<file path="src/rtl/bcd_conv_pkg.sv">
// Shared types, sizes and the add-3 helper for the shared binary-to-BCD converter.
package bcd_conv_pkg;

   typedef enum logic [1:0] {IDLE, SHIFT, DONE} state_t;

   localparam int DATA_W = 16;
   localparam int DIGITS = 4;
   localparam int ITER   = 16;
   localparam int ACC_W  = 4 * (DIGITS + 1);

   localparam logic [DATA_W-1:0] MAX_DEC = 16'd9999;
   localparam logic [DATA_W-1:0] SAT_BCD = 16'h9999;

   // Double-dabble correction: every nibble >= 5 gets +3 before the shift.
   function automatic logic [ACC_W-1:0] add3(input logic [ACC_W-1:0] a);
      logic [ACC_W-1:0] r;
      r = a;
      for (int d = 0; d < DIGITS + 1; d++) begin
         if (a[4*d +: 4] >= 4'd5) r[4*d +: 4] = a[4*d +: 4] + 4'd3;
      end
      return r;
   endfunction

endpackage

</file>
<file path="src/rtl/bcd_dd_core.sv">
// Serial double-dabble datapath: load a 16-bit value, then 16 add-3/shift steps.
module bcd_dd_core
   import bcd_conv_pkg::*;
(
   input  logic              clk,
   input  logic              rst,
   input  logic              load,
   input  logic [DATA_W-1:0] data,
   output logic [ACC_W-1:0]  acc,
   output logic              done
);

   localparam int CNT_W = $clog2(ITER + 1);

   logic [DATA_W-1:0] shreg;
   logic [CNT_W-1:0]  cnt;
   logic [ACC_W-1:0]  adj;

   assign adj  = add3(acc);
   assign done = (cnt == '0);

   always_ff @(posedge clk) begin
      if (rst) begin
         shreg <= '0;
         acc   <= '0;
         cnt   <= '0;
      end else if (load) begin
         shreg <= data;
         acc   <= '0;
         cnt   <= CNT_W'(ITER);
      end else if (cnt != '0) begin
         acc   <= ACC_W'({adj, shreg[DATA_W-1]});
         shreg <= shreg << 1;
         cnt   <= cnt - 1'b1;
      end
   end

endmodule

</file>
<file path="src/rtl/bcd_conv_arbiter.sv">
// Round-robin arbiter sharing one serial BCD converter among NREQ requesters.
// Define BCD_CONV_ARB_SAT_EN to saturate out-of-range results to 0x9999.
//
// state | meaning
// IDLE  | offering a grant to the next round-robin requester
// SHIFT | conversion running; core done flags the end of the 16 steps
// DONE  | result held on out_* until out_ready
module bcd_conv_arbiter
   import bcd_conv_pkg::*;
#(
   parameter  int NREQ = 4,
   localparam int ID_W = $clog2(NREQ)
) (
   input  logic                   clk,
   input  logic                   rst,
   input  logic [NREQ-1:0]        req_valid,
   input  logic [DATA_W*NREQ-1:0] req_data,
   output logic [NREQ-1:0]        req_ready,
   output logic                   out_valid,
   input  logic                   out_ready,
   output logic [DATA_W-1:0]      out_bcd,
   output logic [ID_W-1:0]        out_id,
   output logic                   out_ovf,
   output logic                   busy
);

   state_t            state;
   logic [ID_W-1:0]   last;
   logic [ID_W-1:0]   win;
   logic [ID_W-1:0]   idx;
   logic [NREQ-1:0]   gnt;
   logic              any;
   logic              load;
   logic [ACC_W-1:0]  acc;
   logic              done;
   logic              res_ovf;
   logic [DATA_W-1:0] res_bcd;

   // Search upward from last+1 so the most recent winner has lowest priority.
   always_comb begin
      gnt = '0;
      win = '0;
      idx = '0;
      any = 1'b0;
      for (int k = 1; k <= NREQ; k++) begin
         idx = ID_W'((int'(last) + k) % NREQ);
         if (!any && req_valid[idx]) begin
            any      = 1'b1;
            gnt[idx] = 1'b1;
            win      = idx;
         end
      end
   end

   assign req_ready = (state == IDLE) ? gnt : '0;
   assign load      = (state == IDLE) && any;
   assign busy      = (state != IDLE);
   assign res_ovf   = (acc[ACC_W-1:DATA_W] != '0);

`ifdef BCD_CONV_ARB_SAT_EN
   assign res_bcd = res_ovf ? SAT_BCD : acc[DATA_W-1:0];
`else
   assign res_bcd = acc[DATA_W-1:0];
`endif

   bcd_dd_core u_core (
      .clk  (clk),
      .rst  (rst),
      .load (load),
      .data (req_data[DATA_W*int'(win) +: DATA_W]),
      .acc  (acc),
      .done (done)
   );

   always_ff @(posedge clk) begin
      if (rst) begin
         state     <= IDLE;
         last      <= ID_W'(NREQ - 1);
         out_valid <= 1'b0;
         out_bcd   <= '0;
         out_id    <= '0;
         out_ovf   <= 1'b0;
      end else begin
         case (state)
            IDLE: begin
               if (any) begin
                  last   <= win;
                  out_id <= win;
                  state  <= SHIFT;
               end
            end
            SHIFT: begin
               if (done) begin
                  out_valid <= 1'b1;
                  out_bcd   <= res_bcd;
                  out_ovf   <= res_ovf;
                  state     <= DONE;
               end
            end
            DONE: begin
               if (out_ready) begin
                  out_valid <= 1'b0;
                  state     <= IDLE;
               end
            end
            default: state <= IDLE;
         endcase
      end
   end

endmodule

</file>
<file path="config.mk">
export PLATFORM = sky130hd
export DESIGN_NAME = bcd_conv_arbiter
export DESIGN_NICKNAME = d
export VERILOG_FILES = /design/src/rtl/bcd_conv_pkg.sv /design/src/rtl/bcd_dd_core.sv /design/src/rtl/bcd_conv_arbiter.sv
export SDC_FILE = /design/constraint.sdc
export NUM_CORES = 1
export LEC_CHECK = 0
export BUFFER_PORTS_ARGS = -buffer_cell sky130_fd_sc_hd__buf_2
export CAP_MARGIN = 40
export CELL_PAD_IN_SITES_DETAIL_PLACEMENT = 1
export CELL_PAD_IN_SITES_GLOBAL_PLACEMENT = 2
export CORE_ASPECT_RATIO = 0.75
export CORE_UTILIZATION = 29
export CTS_BUF_LIST = sky130_fd_sc_hd__clkbuf_4 sky130_fd_sc_hd__clkbuf_8
export DETAILED_ROUTE_END_ITERATION = 16
export GPL_TIMING_DRIVEN = 0
export PLACE_DENSITY_LB_ADDON = 0.1
export SLEW_MARGIN = 10
export SYNTH_ARGS = -nofsm -noshare
export SYNTH_HDL_FRONTEND = slang
export SYNTH_SLANG_ARGS = --single-unit
export TNS_END_PERCENT = 5
</file>
<file path="constraint.sdc">
create_clock -name clk -period 2.9 [get_ports clk]
set_clock_uncertainty 0.05 [all_clocks]
set_input_delay 0.725 -clock clk [delete_from_list [all_inputs] [get_ports clk]]
set_output_delay 0.725 -clock clk [all_outputs]
set_load 0.05 [all_outputs]
</file>
=== Word level (Yosys, flattened, before mapping) ===
Cells that the tools add are included.

* Register bits: 65
* Input bits: 71
* Output and inout port bits: 25
* Word-level logic and storage cells: 110

* $add $sub $neg: 10
* $lt $le $gt $ge: 13
* Equality and inequality tests: 5
* Shift operators: 1
* Muxes and demuxes: 45
* Bitwise operators: 3
* Reduce and logical (&&, ||, !) cells: 23

{| class="wikitable"
|+ Operators by type and width
! operator !! count
|-
| $shiftx A64 B7 Y16 || 1
|-
| $mux W4 || 9
|-
| $mux W16 || 2
|-
| $ge A4 B3 Y1 const B || 5
|-
| $add A4 B2 Y4 const B || 4
|-
| $mux W1 || 14
|-
| $mux W2 || 7
|-
| $lt A2 B3 Y1 const B || 4
|-
| $or A4 B4 Y4 || 3
|-
| $mux W5 || 2
|-
| $bmux W1 S2 || 4
|-
| $demux W1 S2 || 4
|-
| $ge A2 B1 Y1 const B || 4
|-
| $logic_and A1 B1 Y1 || 8
|-
| $ne A2 B2 Y1 const B || 3
|-
| $pmux W2 S3 || 1
|-
| $reduce_and A3 Y1 || 2
|-
| $reduce_bool A2 Y1 || 3
|-
| $logic_not A5 Y1 || 1
|-
| $reduce_bool A5 Y1 || 1
|-
| $sub A5 B1 Y5 const B || 1
|-
| $add A2 B1 Y2 const B || 2
|-
| $add A2 B2 Y2 const B || 2
|-
| $reduce_and A2 Y1 || 2
|-
| 9 further kinds || 11
|}

=== Depth between registers and ports, before layout ===
Gate-level depths: netlist of run 1.

* Word-level depth: 15
* Depth in mapped cells: 12

=== Modules after synthesis ===
From an unflattened synthesis of run 1, not the netlist that was laid out.

* Cell total of the unflattened synthesis: 507
* Area, all modules: 4310.4 um^2

{| class="wikitable"
|+ By module, submodules not included
! module !! instances !! cells each !! area an instance (um^2)
|-
| bcd_dd_core || 1 || 237 || 2202.1
|-
| bcd_conv_arbiter || 1 || 270 || 2108.3
|}

=== Worst setup path before layout of run 1 ===
No wires, ideal clock.

* Path type: register -> output
* From: register last[0]
* To: output req_ready[0]
* Arrival: 2.876 ns
* Required time: 2.125 ns
* Slack: -0.751 ns
* Cell stages (with the launch flop): 9
* Cells stage by stage: dfxtp_1 buf_6 inv_1 ha_1 mux4_2 nor3_1 and2_1 a221oi_1 nor2_1

* Cells in the longest elaborated chain, start to end: 14
* Elaborated cells on any way between the ends: 49
* Those cells by class: add/sub (4); order compare (8); mux (24); bitwise (3); reduce/logical (10)

{| class="wikitable"
|+ RTL lines
! item !! RTL line !! text
|-
| start: declaration || bcd_conv_arbiter.sv:28 || <nowiki>logic [ID_W-1:0] last;</nowiki>
|-
| start signal: assignment || bcd_conv_arbiter.sv:78 || <nowiki>last <= ID_W'(NREQ - 1);</nowiki>
|-
| start signal: assignment || bcd_conv_arbiter.sv:87 || <nowiki>last <= win;</nowiki>
|-
| branches (longest 12 deep; another with $lt A2 B3 Y1) || -- ||
|-
| $mux W4 (*) || bcd_conv_arbiter.sv:47 || <nowiki>if (!any && req_valid[idx]) begin</nowiki>
|-
| $mux W4 (*) || bcd_conv_arbiter.sv:55 || <nowiki>assign req_ready = (state == IDLE) ? gnt : '0;</nowiki>
|-
| end: declaration || bcd_conv_arbiter.sv:18 || <nowiki>output logic [NREQ-1:0] req_ready,</nowiki>
|}

Every way passes the cells marked *. The select of a mux whose other input is x is not followed.

=== Worst setup path in the final report of run 1 ===
* From: register last[0]
* To: output req_ready[2]

Same word-level chain as after synthesis.

==> impl_metrics.toml, run 1 <==
[outcome]
outcome = "complete, but fails checks"
violated_checks = "negative setup slack"

[clock_tree]
cts_tree = "built"
clock_sinks = 65
clkLatencyLatePin_ns = 0.35
maximum_buffer_depth_of_the_clock_tree = 2
worst_setup_hold_path_clk_slew_ns = 0.07
cts_made_buffers = 9
clk_root_buffer_cell = "sky130_fd_sc_hd__clkbuf_8"
ctsHtreeMaxLevel = 3

[critical_path]
kind_of_start_point_of_the_critical_path = "flip-flop"
rr_endpoint = "u_core.shreg[15]$_SDFFE_PP0P_"
regToRegSetupSlack_ns = 0.02
cp-end-kind = "output port"
worstSetupPathType = "reg -> out"
startpoint = "last[0]$_SDFFE_PP1P_"
worst-r2r-cell-count = 9
reg2reg_from = "last[0]$_SDFFE_PP1P_"
critPathMaxFanout = 4
worst_ep_arrival_time_ns = 2.54
required_ns = 2.12

[power]
netSwitchingFraction_pct = 46.44
power.share.sequential_pct = 19.3
power.leakage_nw = 2.165
vdd_ir_drop_max_v = 0.0007134
pwr_cell_area_nw_per_um2 = 1208
power.switching_w = 0.003005
p_comb_share_pct = 65.7
share_clk_of_total_power_pct = 15.0
internal-power_w = 0.003465

[routing]
drcViolationCount = 0
detail_route.wl_per_cell_microns = 17.14
drt_iter0_drc = 134
num_vias = 3974
drt.antenna.violating_nets = 0
routed_vias_inst = 5.168
drtPass1Iterations = 4
route.final.wire_length_mm = 13.18

[floorplanning]
placeableCoreArea_sq_um = 13060
start_util_pct = 29.93
die-width_microns = 136.1
fp.dieArea_sq_um = 13960
fp-row-count = 36
io_pins = 96
die_height_microns = 102.6

[timing]
postLayoutSetupSlackWorst_ns = -0.4196
slew_headroom_pct = 48.77
tightest_slew_ns = 0.7656
rsz_0062_raised_after_global_routing = "yes"
timing.final.max_slew_violations = 0
final-setup-viol-count = 4
max_freq_mhz = 301.2
period_needed_ns = 3.320
final_min_period_over_clock_period_pct = 114.5
finalHoldViolations = 0

[min_path]
hp-class = "reg -> reg"
min_delay_path_depth = 2
min_delay_worst_endpoint = "out_bcd[9]$_SDFFE_PP0P_"
holdCritStartpoint = "out_bcd[9]$_SDFFE_PP0P_"

[place]
placement.io_buffers = 94
gp_routability_congestion = 0.7934
place_inst = 733
dp_hpwl_mm = 9.798
post-place-ws_ns = -0.5971

[synthesis]
seq_area_frac_synth_pct = 33.28
post_synth_edffs = 0
yosys.area.top_type_share_pct = 33.28
async_flop_share_pct = 0
syn_area_sq_um = 3910
synthFlopType = "sky130_fd_sc_hd__dfxtp_1"
synth_compound_area_share_pct = 25.02
ys_seq_elements = 65
synth_area_per_cell_sq_um = 8.355
post_synth_num_cell_types = 44
synth_simple_gate_area_share_pct = 19.71
synth.mux.area_fraction_pct = 7.392
ys.warnings.count = 0
dominant_combinational_cell_family_by_area_after_synthesis = "compound AO/OA/AOI/OAI gates"
synthesized_netlist_cell_count = 468
post_synth_xor_area_fraction_pct = 1.792
synth_top_cells_by_area = "sky130_fd_sc_hd__dfxtp_1 33%, sky130_fd_sc_hd__ha_1 6.4%, sky130_fd_sc_hd__nand2_1 5.9%, sky130_fd_sc_hd__a21oi_1 5.2%, sky130_fd_sc_hd__and3_1 5.1%"
yosys.area_share.adder_pct = 6.400
synth_top_area_cell = "sky130_fd_sc_hd__dfxtp_1"
mappedNetlistNets = 559

[layout]
syn2layout_area_growth_pct = 36.93
post_route_cells_drive_above_1_share_pct = 33.11
fin_nets = 684
antenna_cells_inserted = 0
finalNonFillerCells = 769

[grt]
number_of_global_route_vias_before_repair = 4053
antenna_violations_before_repair = 0
wire_length_of_the_first_global_routing_pass_mm = 21.18
grt_max_degree = 12
residual_overflow_from_global_routing = 0
grt_use_total_pct = 19.76

[job]
maximum_capacitance_violations = 0
flip-flops by register name, summed over array words and instances (netlist names):
name	count
last	2
out_bcd	16
out_id	2
out_ovf	1
out_valid	1
state	2
u_core.acc	20
u_core.cnt	5
u_core.shreg	16
area by class of cell:
class | instances | area (sq um)
Multi-Input combinational cell | 348 | 2608
Clock buffer | 11 | 145.1
Tap cell | 171 | 214.0
Buffer | 37 | 234.0
Sequential cell | 65 | 1309
Timing Repair Buffer | 115 | 671.9
Clock inverter | 5 | 102.6
Fill cell | 1588 | 7709
Inverter | 17 | 70.07
Yosys cell counts (4+ instances only):
library cell,instances
sky130_fd_sc_hd__ha_1,20
sky130_fd_sc_hd__nand2b_1,8
sky130_fd_sc_hd__o32ai_1,16
sky130_fd_sc_hd__inv_1,17
sky130_fd_sc_hd__o21ai_0,16
sky130_fd_sc_hd__and2_1,4
sky130_fd_sc_hd__a211oi_1,10
sky130_fd_sc_hd__nand2_1,61
sky130_fd_sc_hd__buf_2,5
sky130_fd_sc_hd__dfxtp_1,65
sky130_fd_sc_hd__a2111oi_0,16
sky130_fd_sc_hd__a21oi_1,41
sky130_fd_sc_hd__a22oi_1,4
sky130_fd_sc_hd__a221oi_1,20
sky130_fd_sc_hd__xnor2_1,8
sky130_fd_sc_hd__nor2_1,32
sky130_fd_sc_hd__nor3_1,5
sky130_fd_sc_hd__and3_1,32
sky130_fd_sc_hd__mux2i_1,18
sky130_fd_sc_hd__nor3b_1,4
sky130_fd_sc_hd__nand3_1,6
sky130_fd_sc_hd__clkbuf_1,28
power groups by stage:
stage          registers [W]  clock network (W)  logic (W)
2_1_floorplan        0.00132                  0    0.00256
3_3_place_gp         0.00126                  0    0.00352
3_5_place_dp         0.00127                  0    0.00357
4_1_cts              0.00125           0.000996    0.00401
5_1_grt              0.00128            0.00103    0.00467
6_report             0.00125           0.000971    0.00425
critical path, cell delays in order (launching register included):
cell                         delay (ns)
sky130_fd_sc_hd__dfxtp_4           0.37
sky130_fd_sc_hd__clkinvlp_4        0.11
sky130_fd_sc_hd__ha_4              0.31
sky130_fd_sc_hd__mux4_2            0.58
sky130_fd_sc_hd__nor3_4            0.22
sky130_fd_sc_hd__and2_4            0.23
sky130_fd_sc_hd__a221oi_4          0.09
sky130_fd_sc_hd__nor2_4            0.13
sky130_fd_sc_hd__buf_8             0.15
worst max path at each step:
stage                        end  cells after the start
finish              req_ready[2]                      8
global route        req_ready[2]                      8
CTS                 req_ready[3]                      8
detailed placement  req_ready[0]                      8
global placement    req_ready[0]                      9
floorplan           req_ready[0]                      8
metrics by stage:
| step | setup TNS [ns] | area [sq um] | util (%) | total power, W | hold WS (ns) |
|---|---|---|---|---|---|
| global route | -3.031 | 5354 | 40.99 | 0.006980 | 0.4305 |
| global placement | -17.99 | 4693 | 35.93 | 0.004775 | 0.3916 |
| floorplan | -0.9132 | 4009 | - | 0.003880 | 0.3857 |
| CTS | -2.800 | 5187 | 39.71 | 0.006263 | 0.4072 |
| finish | -1.590 | 5354 | 40.99 | 0.006470 | 0.4049 |
| detailed placement | -20.94 | 4693 | 35.93 | 0.004833 | 0.3962 |
per-layer routing:
layer	global-route usage, %	part of all wire (%)
met5	0	0
met3	3.540	3.3
met4	5.214	1.6
met1	26.89	50
met2	32.25	45
logic make-up after synthesis:
logic type / count (synthesis)
adders and majority gates: 20
AOI/OAI and AO/OA: 137
and+or+nand+nor: 160
buffers and inverters: 55
muxes: 23
DFF: 65
xor gates and xnor gates: 8
timing repair:
item                       in CTS  in global routing
hold buffers                    0                  0
hold endpoints to repair        0                  0
buffers inserted                8                 12
resized for setup              57                 35
pin swaps                       5                 10
setup endpoints to repair      48                 45
cloned                          0                  1
cell usage in the layout, fill, tap and decap left out, types with 12 or more instances in the layout:
master,netlist,layout
sky130_fd_sc_hd__clkbuf_1,28,17
sky130_fd_sc_hd__o32ai_1,16,16
sky130_fd_sc_hd__nand2_1,61,60
sky130_fd_sc_hd__o21ai_0,16,16
sky130_fd_sc_hd__buf_4,1,22
sky130_fd_sc_hd__a2111oi_2,0,12
sky130_fd_sc_hd__a221oi_1,20,16
sky130_fd_sc_hd__a21oi_1,41,41
sky130_fd_sc_hd__and3_1,32,32
sky130_fd_sc_hd__nor2_1,32,27
sky130_fd_sc_hd__dfxtp_1,65,63
sky130_fd_sc_hd__inv_1,17,15
sky130_fd_sc_hd__ha_1,20,19
sky130_fd_sc_hd__mux2i_1,18,18
sky130_fd_sc_hd__buf_2,5,96
Note: power is estimated with default switching activity, not from simulation.
==> run 2: changes to the inputs <==
- MAX_ROUTING_LAYER: unset -> met4
==> impl_metrics.toml, run 2 (synthesized netlist as in run 1, its figures left out) <==
[grt]
grt_max_degree = 12
number_of_global_route_vias_before_repair = 4065
grt_use_total_pct = 20.34
antenna_violations_before_repair = 0
residual_overflow_from_global_routing = 0
wire_length_of_the_first_global_routing_pass_mm = 21.16

[floorplanning]
die-width_microns = 136.1
die_height_microns = 102.6
fp.dieArea_sq_um = 13960
placeableCoreArea_sq_um = 13060
fp-row-count = 36
io_pins = 96
start_util_pct = 29.93

[clock_tree]
clkLatencyLatePin_ns = 0.34
worst_setup_hold_path_clk_slew_ns = 0.07
ctsHtreeMaxLevel = 3
cts_made_buffers = 9
maximum_buffer_depth_of_the_clock_tree = 2
clk_root_buffer_cell = "sky130_fd_sc_hd__clkbuf_8"
clock_sinks = 65
cts_hold_buf = 0
cts_tree = "built"

[critical_path]
worst-r2r-cell-count = 9
regToRegSetupSlack_ns = -0.06
cp-end-kind = "output port"
cpPeakStageDelay_ns = 0.58
critical_path.n_buffers_inverters = 2
worst_ep_arrival_time_ns = 2.54
kind_of_start_point_of_the_critical_path = "flip-flop"
worstSetupPathType = "reg -> out"
reg2reg_from = "last[0]$_SDFFE_PP1P_"
critical-path-top-delay-family = "simple AND/OR/NAND/NOR gates"
worstPathCellList = "clkinvlp_4 > ha_4 > mux4_2 > nor3_4 > and2_4 > a221oi_4 > nor2_4 > buf_8"
timing.critical_path.slowest_stage_cell = "sky130_fd_sc_hd__mux4_2"
rr_endpoint = "u_core.shreg[1]$_SDFFE_PP0P_"
required_ns = 2.12
critPathMaxFanout = 4

[power]
power.switching_w = 0.003000
power.share.sequential_pct = 19.3
pwr_cell_area_nw_per_um2 = 1208
p_total_w = 0.006471
share_clk_of_total_power_pct = 14.9
power.leakage_nw = 2.164
netSwitchingFraction_pct = 46.35
vdd_ir_drop_max_v = 0.0007137
internal-power_w = 0.003472
p_comb_share_pct = 65.8

[timing]
finalSetupTns_ns = -1.654
tightest_slew_ns = 0.7724
postLayoutSetupSlackWorst_ns = -0.4198
rsz_0062_raised_after_global_routing = "yes"
max_freq_mhz = 301.2
timing.final.max_slew_violations = 0
finalHoldViolations = 0
final_min_period_over_clock_period_pct = 114.5
slew_headroom_pct = 48.32
final-setup-viol-count = 5
period_needed_ns = 3.320

[min_path]
holdCritStartpoint = "out_bcd[12]$_SDFFE_PP0P_"
min_delay_path_depth = 2
hp-class = "reg -> reg"
min_delay_worst_endpoint = "out_bcd[12]$_SDFFE_PP0P_"

[layout]
antenna_cells_inserted = 0
largest_register_ffs = 20
biggestRegsByFlops = "u_core.acc (20), out_bcd (16), u_core.shreg (16)"
regMostFlops = "u_core.acc"
syn2layout_area_growth_pct = 36.99
area.sequential_sq_um = 1309
mostFrequentLayoutCell = "sky130_fd_sc_hd__buf_2"
filler_cell_count = 1590
post_route_cells_drive_above_1_share_pct = 33.11
layout.cells.most_common_list = "95 x sky130_fd_sc_hd__buf_2, 63 x sky130_fd_sc_hd__dfxtp_1, 60 x sky130_fd_sc_hd__nand2_1, 41 x sky130_fd_sc_hd__a21oi_1, 32 x sky130_fd_sc_hd__and3_1"
fin_nets = 684
combined_area_of_the_multi_input_logic_cells_sq_um = 2608

[routing]
drcViolationCount = 0
drt_iter0_drc = 133
routed_vias_inst = 5.166
drtPass1Iterations = 4
num_vias = 3973
route.final.wire_length_mm = 13.17
drt.antenna.violating_nets = 0
detail_route.wl_per_cell_microns = 17.13

[outcome]
violated_checks = "negative setup slack"
outcome = "complete, but fails checks"

[place]
gp_routability_congestion = 0.8046
placement.io_buffers = 94
dp_hpwl_mm = 9.798

[job]
maximum_capacitance_violations = 0
-- run 2: cell counts in the layout (fill, tap and decap cells not counted) --
No cell type changed its count.
-- run 2: power by group through the flow --
stage | registers [W] | logic, W | clock network, W
global route | 0.00128 | 0.00469 | 0.00103
detailed placement | 0.00127 | 0.00357 | 0
floorplan | 0.00132 | 0.00256 | 0
CTS | 0.00125 | 0.00401 | 0.000996
global placement | 0.00126 | 0.00352 | 0
finish | 0.00125 | 0.00426 | 0.000966
-- run 2: final cells by class --
| cell class | count | area share, % |
|---|---|---|
| multi-input combinational | 348 | 48.68 |
| sequential | 65 | 24.43 |
| timing repair buffer | 115 | 12.54 |
| buffer | 37 | 4.415 |
| tap | 171 | 3.994 |
| clock buffer | 11 | 2.710 |
| clock inverter | 5 | 1.915 |
| inverter | 17 | 1.308 |
-- run 2: worst register-to-register path: stages, from the launching register on --
cell and delay, ns:
sky130_fd_sc_hd__dfxtp_4 0.37, sky130_fd_sc_hd__clkinvlp_4 0.11, sky130_fd_sc_hd__ha_4 0.31, sky130_fd_sc_hd__mux4_2 0.58
sky130_fd_sc_hd__buf_4 0.18, sky130_fd_sc_hd__buf_4 0.13, sky130_fd_sc_hd__o21bai_1 0.15, sky130_fd_sc_hd__a311oi_1 0.55
sky130_fd_sc_hd__a211oi_1 0.16, sky130_fd_sc_hd__o32ai_1 0.29
-- run 2: worst max path at each step --
stage                              start      endpoint  depth (start not counted)
CTS                 last[0]$_SDFFE_PP1P_  req_ready[3]                          8
global placement    last[0]$_SDFFE_PP1P_  req_ready[0]                          9
finish              last[0]$_SDFFE_PP1P_  req_ready[2]                          8
floorplan           last[0]$_SDFFE_PP1P_  req_ready[0]                          8
global route        last[0]$_SDFFE_PP1P_  req_ready[2]                          8
detailed placement  last[1]$_SDFFE_PP1P_  req_ready[0]                          8
-- run 2: what timing repair did --
action	CTS	global route
resized for setup	57	36
hold endpoints to repair	0	0
pin swaps	5	9
endpoints found under the setup margin	48	45
buffers inserted	8	12
cloned	0	1
-- run 2: stage by stage --
| stage | hold slack, ns | util (%) | instances | setup slack [ns] | area (sq um) |
|---|---|---|---|---|---|
| floorplan | 0.3857 | - | 468 | -0.2416 | 4009 |
| global placement | 0.3916 | 35.93 | 733 | -0.5468 | 4693 |
| detailed placement | 0.3962 | 35.93 | 733 | -0.5971 | 4693 |
| CTS | 0.4072 | 39.71 | 757 | -0.4220 | 5187 |
| global route | 0.4305 | 41.01 | 769 | -0.4916 | 5356 |
| finish | 0.4032 | 41.01 | 769 | -0.4198 | 5356 |
-- run 2: metal layers --
layer | GRT usage (%) | wire [microns] | part of all wire (%)
met1 | 26.83 | 6641 | 50
met2 | 32.25 | 5934 | 45
met5 | - | 0 | 0
met4 | 5.214 | 176 | 1.3
met3 | 3.441 | 419 | 3.2
